--- config.mk ---
export PLATFORM = sky130hd
export DESIGN_NAME = key_conditioner
export DESIGN_NICKNAME = d
export VERILOG_FILES = /design/src/rtl/key_conditioner.sv
export SDC_FILE = /design/constraint.sdc
export NUM_CORES = 1
export LEC_CHECK = 0
export ABC_AREA = 1
export CAP_MARGIN = 20
export CORE_MARGIN = 2
export CORE_UTILIZATION = 34
export CTS_BUF_LIST = sky130_fd_sc_hd__clkbuf_2
export CTS_CLUSTER_DIAMETER = 100
export CTS_CLUSTER_SIZE = 40
export DETAILED_ROUTE_END_ITERATION = 6
export PLACE_DENSITY = 0.59
export SLEW_MARGIN = 20
export SYNTH_ARGS = -nofsm -noshare
export SYNTH_HDL_FRONTEND = slang
export SYNTH_SLANG_ARGS = --single-unit
--- constraint.sdc ---
create_clock -name CLK_50A -period 2.86 [get_ports CLK_50A]
set_input_delay 0.286 -clock CLK_50A [delete_from_list [all_inputs] [get_ports CLK_50A]]
set_output_delay 0.286 -clock CLK_50A [all_outputs]
set_load 0.05 [all_outputs]
--- src/rtl/key_conditioner.sv ---
// Debounce, edge-pulse and auto-repeat for a bank of active-low push buttons.
// The release/repeat outputs carry an _o suffix because both words are reserved in SystemVerilog.
module key_conditioner #(
  parameter int NKEYS           = 4,
  parameter int DEBOUNCE_CYCLES = 1000000,
  parameter int REPEAT_DELAY    = 25000000,
  parameter int REPEAT_PERIOD   = 5000000
) (
  input  logic             CLK_50A,
  input  logic             reset_n,
  input  logic [NKEYS-1:0] KEY,
  output logic [NKEYS-1:0] pressed,
  output logic [NKEYS-1:0] press,
  output logic [NKEYS-1:0] release_o,
  output logic [NKEYS-1:0] repeat_o,
  output logic             any_pressed
);

  localparam int CW   = $clog2(DEBOUNCE_CYCLES + 1);
  localparam int HMAX = (REPEAT_DELAY > REPEAT_PERIOD) ? REPEAT_DELAY : REPEAT_PERIOD;
  localparam int HW   = $clog2(HMAX + 1);
  localparam bit REPEAT_EN = (REPEAT_DELAY > 0);
  localparam logic [CW-1:0] DB_LAST  = CW'(DEBOUNCE_CYCLES - 1);
  localparam logic [HW-1:0] DLY_LAST = HW'((REPEAT_DELAY > 0) ? REPEAT_DELAY - 1 : 0);
  localparam logic [HW-1:0] PER_LAST = HW'(REPEAT_PERIOD - 1);

  logic [NKEYS-1:0] sync1_q, sync2_q;
  logic [NKEYS-1:0] stable_q, stable_d;
  logic [CW-1:0]    cnt_q [NKEYS];
  logic [CW-1:0]    cnt_d [NKEYS];
  logic [HW-1:0]    hold_q [NKEYS];
  logic [HW-1:0]    hold_d [NKEYS];
  logic [NKEYS-1:0] phase_q, phase_d;
  logic [NKEYS-1:0] press_q, press_d;
  logic [NKEYS-1:0] release_q, release_d;
  logic [NKEYS-1:0] repeat_q, repeat_d;
  logic             any_q, any_d;

  always_comb begin
    stable_d  = stable_q;
    phase_d   = phase_q;
    press_d   = '0;
    release_d = '0;
    repeat_d  = '0;
    for (int i = 0; i < NKEYS; i++) begin
      cnt_d[i]  = cnt_q[i];
      hold_d[i] = hold_q[i];
      // Debounce: any agreement with the stable level restarts the count.
      if (~sync2_q[i] == stable_q[i]) begin
        cnt_d[i] = '0;
      end else if (cnt_q[i] == DB_LAST) begin
        stable_d[i]  = ~sync2_q[i];
        cnt_d[i]     = '0;
        press_d[i]   = ~sync2_q[i];
        release_d[i] = sync2_q[i];
      end else begin
        cnt_d[i] = cnt_q[i] + CW'(1);
      end
      // Hold counter reloads at each repeat, so it never wraps; phase selects delay vs period.
      if (!REPEAT_EN || press_d[i] || release_d[i] || !stable_q[i]) begin
        hold_d[i]  = '0;
        phase_d[i] = 1'b0;
      end else if (hold_q[i] == (phase_q[i] ? PER_LAST : DLY_LAST)) begin
        repeat_d[i] = 1'b1;
        hold_d[i]   = '0;
        phase_d[i]  = 1'b1;
      end else begin
        hold_d[i] = hold_q[i] + HW'(1);
      end
    end
    any_d = |stable_d;
  end

  always_ff @(posedge CLK_50A or negedge reset_n) begin
    if (!reset_n) begin
      sync1_q   <= '1;
      sync2_q   <= '1;
      stable_q  <= '0;
      cnt_q     <= '{default: '0};
      hold_q    <= '{default: '0};
      phase_q   <= '0;
      press_q   <= '0;
      release_q <= '0;
      repeat_q  <= '0;
      any_q     <= 1'b0;
    end else begin
      sync1_q   <= KEY;
      sync2_q   <= sync1_q;
      stable_q  <= stable_d;
      cnt_q     <= cnt_d;
      hold_q    <= hold_d;
      phase_q   <= phase_d;
      press_q   <= press_d;
      release_q <= release_d;
      repeat_q  <= repeat_d;
      any_q     <= any_d;
    end
  end

  assign pressed     = stable_q;
  assign press       = press_q;
  assign release_o   = release_q;
  assign repeat_o    = repeat_q;
  assign any_pressed = any_q;

endmodule

Word level (Yosys, flattened, before mapping)
Cells that the tools add are included.
Operators by class
  add/sub/neg operators: 8
  equal/unequal tests: 12
  multiplexer cells: 60
  bitwise operators: 4
  reduce and logical (&&, ||, !) cells: 17
Operators with widths (number)
  $mux W25: 12
  $mux W20: 8
  $add A25 B1 Y25 const B: 4
  $eq A25 B25 Y1: 4
  $add A20 B1 Y20 const B: 4
  $eq A20 B20 Y1 const B: 4
  $mux W1: 40
  $logic_or A1 B1 Y1: 8
  $reduce_bool A2 Y1: 4
  $eq A1 B1 Y1: 4
  $logic_not A1 Y1: 4
  $not A1 Y1: 4
  $reduce_or A4 Y1: 1
Word-level totals
  register bits: 209
  input port bits: 6
  output and inout port bits: 17
  logic and storage cells: 120

Longest topological paths before layout
  depth after elaboration: 6
  mapped depth: 11
  depth with buffers taken out: 10

Worst setup path after synthesis
No wires, ideal clock.
  kind: register -> register
  start point: register stable_q[3], in the netlist pressed[3]
  end point: register cnt_q[15] in the netlist's numbering
  library setup time: 0.122 ns
  arrival time: 1.474 ns
  data required time: 2.738 ns
  slack: 1.264 ns
  cell stages (with the launch flop): 8
  buffers on the path: 0
  period minus slack after synthesis: 1.596 ns
  cell sequence: dfrtp_1 > nor2_1 > nor2_2 > inv_1 > nand2_2 > inv_2 > o21ai_0 > nor2_1
RTL lines
  start: declaration: line 28  | logic [NKEYS-1:0] stable_q, stable_d;
  start signal: assignment: line 89  | stable_q <= stable_d;
  end signal: assignment: line 90  | cnt_q <= cnt_d;
  end: declaration: line 29  | logic [CW-1:0] cnt_q [NKEYS];

Worst setup path in the final report
  start point: register stable_q[0], in the netlist pressed[0]
  end point: output pressed[0]
RTL lines
  end: declaration: line 12  | output logic [NKEYS-1:0] pressed,
No word-level cell between the ends.

==> results.toml <==
[sta]
timing.setup.tns_ns = 0
slew_headroom = 0.5519
hold_violations = 0
period_share = 0.9270
fin_skew_ns = 0.2264
setup_viol = 0
drv_slew = 0
fin_hold_ws_ns = 0.1654
post-route-min-period_ns = 2.651
rsz0062_at_grt = "false"
worst_pin_slew_ns = 0.6722
fmax_mhz = 377.2

[yosys]
synth_most_common_cell = "nand2_1"
yosys.area.top_type = "dfrtp_1"
syn_area_sq_mm = 0.01231
syn_area_per_cell_sq_um = 7.369
postSynthCellCount = 1671
yosysUniqueCellTypes = 41
synth-edff-count = 0
seq_area_frac_synth = 0.4255
synth_top_area_frac = 0.4085
synth_nets = 1685
synthTopCellsByCount = "388 x nand2_1, 363 x nor2_1, 201 x dfrtp_1"
synth-main-ff-cell = "dfrtp_1"
synthTopCellsByArea = "dfrtp_1 41%, nand2_1 12%, nor2_1 11%"
yosysWarnings = 0
async_flop_share = 1.000
ys_ff_latch = 209

[floorplanning]
die_y_um = 194.3
dieArea_sq_mm = 0.03776
dieWidth_um = 194.3
pin_count = 23
rows = 69
start_util = 0.3454
core-area_sq_mm = 0.03566

[clocking]
ctsLongestPathBuffers = 3
cts_tree = "yes"
numClockSinks = 209
cts-buffers-inserted = 11
clk_latency_ns = 0.96
h-tree-depth = 1
clkTransAtPathRegs_ns = 0.67
root_buffer = "clkbuf_2"

[worst_setup_path]
crit_chain = "clkdlybuf4s50_1"
r2r-end = "cnt_q[52]$_DFF_PN0_"
crit_buf_inv = 1
cp_top_family = "buffers and inverters"
cpPeakStageDelay_ns = 0.83
cp.depth = 1
reg2reg_slack_ns = 0.69
required_ns = 2.57
end_kind = "output pin"
critPathSlowestCell = "clkdlybuf4s50_1"
worstReg2RegStart = "cnt_q[40]$_DFF_PN0_"
arrival_ns = 2.37
path_max_fanout = 5
r2r_cells = 8
startpoint = "pressed[0]$_DFF_PN0_"
crit_type = "reg2out"
setup.worst_path.end = "pressed[0]"
setup.worst_path.start_class = "register"

[pwr]
power_w = 0.004321
leakage_nw = 5.476
powerDensity_mw_per_mm2 = 326.4
irDropWorstVdd_mv = 0.3521

[drt]
routed_wl_um = 27570
vias = 10180
antenna_left = 0
remaining_drc_errors = 0
drtPass1Iterations = 5
drtIter0Drc = 566
wire_per_inst_um = 12.74
viasPerCell = 4.702

[min_path]
hold_path.class = "in2reg"

[grt]
antenna_found_initial = 1
grt_overflow_total = 0
grt_pass1_wl_um = 48200
grt_max_degree = 63
grt_pass1_vias = 9782
grt_usage = 0.1502

[place]
globalplace.congestion = 0.9013
port_buffers = 22
hpwl_um = 20220

[run_status]
status = "finished clean"

[job]
cap_violations = 0

[cells_and_area]
area_delta_synth_final_pct = 7.499
fin_nets = 1712
drive_gt1_frac = 0.09577
[stage by stage]
stage	instances	setup WS [ns]	instance area [sq um]	util
after global placement	2139	1.029	13030	0.3655
after floorplan	1671	1.264	12310	-
after detailed placement	2139	0.9651	13030	0.3655
final	2164	0.2089	13240	0.3713
after CTS	2163	0.1144	13240	0.3712
after global routing	2164	0.02936	13240	0.3713
[how the worst min path moves through the flow]
stage                              start                    end  slack [ns]  cells past startpoint
finish                            KEY[3]   sync1_q[3]$_DFF_PN1_        0.17                      2
global route                      KEY[3]   sync1_q[3]$_DFF_PN1_        0.02                      2
CTS                               KEY[1]   sync1_q[1]$_DFF_PN1_        0.08                      2
detailed placement  sync1_q[3]$_DFF_PN1_   sync2_q[3]$_DFF_PN1_        0.35                      0
global placement                 reset_n   hold_q[20]$_DFF_PN0_        0.35                      1
floorplan                        reset_n  any_pressed$_DFF_PN0_       -0.01                      0
[registers in the layout, indices dropped and copies added (netlist names)]
register	cells
press	4
any_pressed	1
cnt_q	80
release_o	4
pressed	4
hold_q	100
phase_q	4
sync1_q	4
repeat_o	4
sync2_q	4
[timing repair]
item,CTS,global route
hold buffers,7,0
hold endpoints to repair,213,0
setup endpoints to repair,2,0
buffers inserted,0,0
gates resized for setup,3,0
[metal layers]
metal	wire, um	GRT usage
met5	0	0
met2	12210	0.2373
met4	312	0.02934
met3	1209	0.01891
met1	13840	0.2214
[layout by cell type, fill, tap and decap left out, types with 3 or more instances in the layout]
cell and n:
nor4_1 3, dfrtp_1 200, dlygate4sd3_1 6, nor3b_2 4, nand2_1 388, a31oi_1 4, nand2_2 24, nand3b_1 4
o21bai_1 4, clkdlybuf4s50_1 19, dfstp_2 8, nor2_1 363, and3_1 4, nand2_4 3, nor3b_1 7, nand3_1 105
a21oi_1 23, nand4_1 37, buf_12 4, xnor2_1 27, nor2_4 6, clkbuf_2 11, xor2_1 63, nor3_2 19
nor3_1 64, inv_1 192, nor2_2 50, ha_1 8, o21ai_0 9, nor3_4 3, inv_2 9, nand3_2 9
[cell type report]
type	count	area (sq um)
antenna	1	2.502
inverter	202	758.2
clock buffer	11	55.05
sequential	209	5241
tap	461	576.8
multi-input combinational	1241	6165
timing repair buffer	33	370.4
clock inverter	6	68.82
fill	3668	22420
[report_power, final]
part	leakage (nW)	switching, W	internal, W	total (W)
Combinational	2.52	0.000105	0.0000446	0.000150
Sequential	2.88	0.0000142	0.00301	0.00302
Clock	0.0709	0.000986	0.000164	0.00115
Total	5.48	0.00111	0.00321	0.00432
[kinds of logic after synthesis]
| family | share of synthesized area |
|---|---|
| and+or+nand+nor | 0.4081 |
| buffers and inverters | 0.07387 |
| DFF | 0.4255 |
| xor gates and xnor gates | 0.06401 |
| AOI/OAI and AO/OA | 0.02032 |
| adders and majority gates | 0.008129 |
No activity file was read; power rests on OpenSTA's default activity.
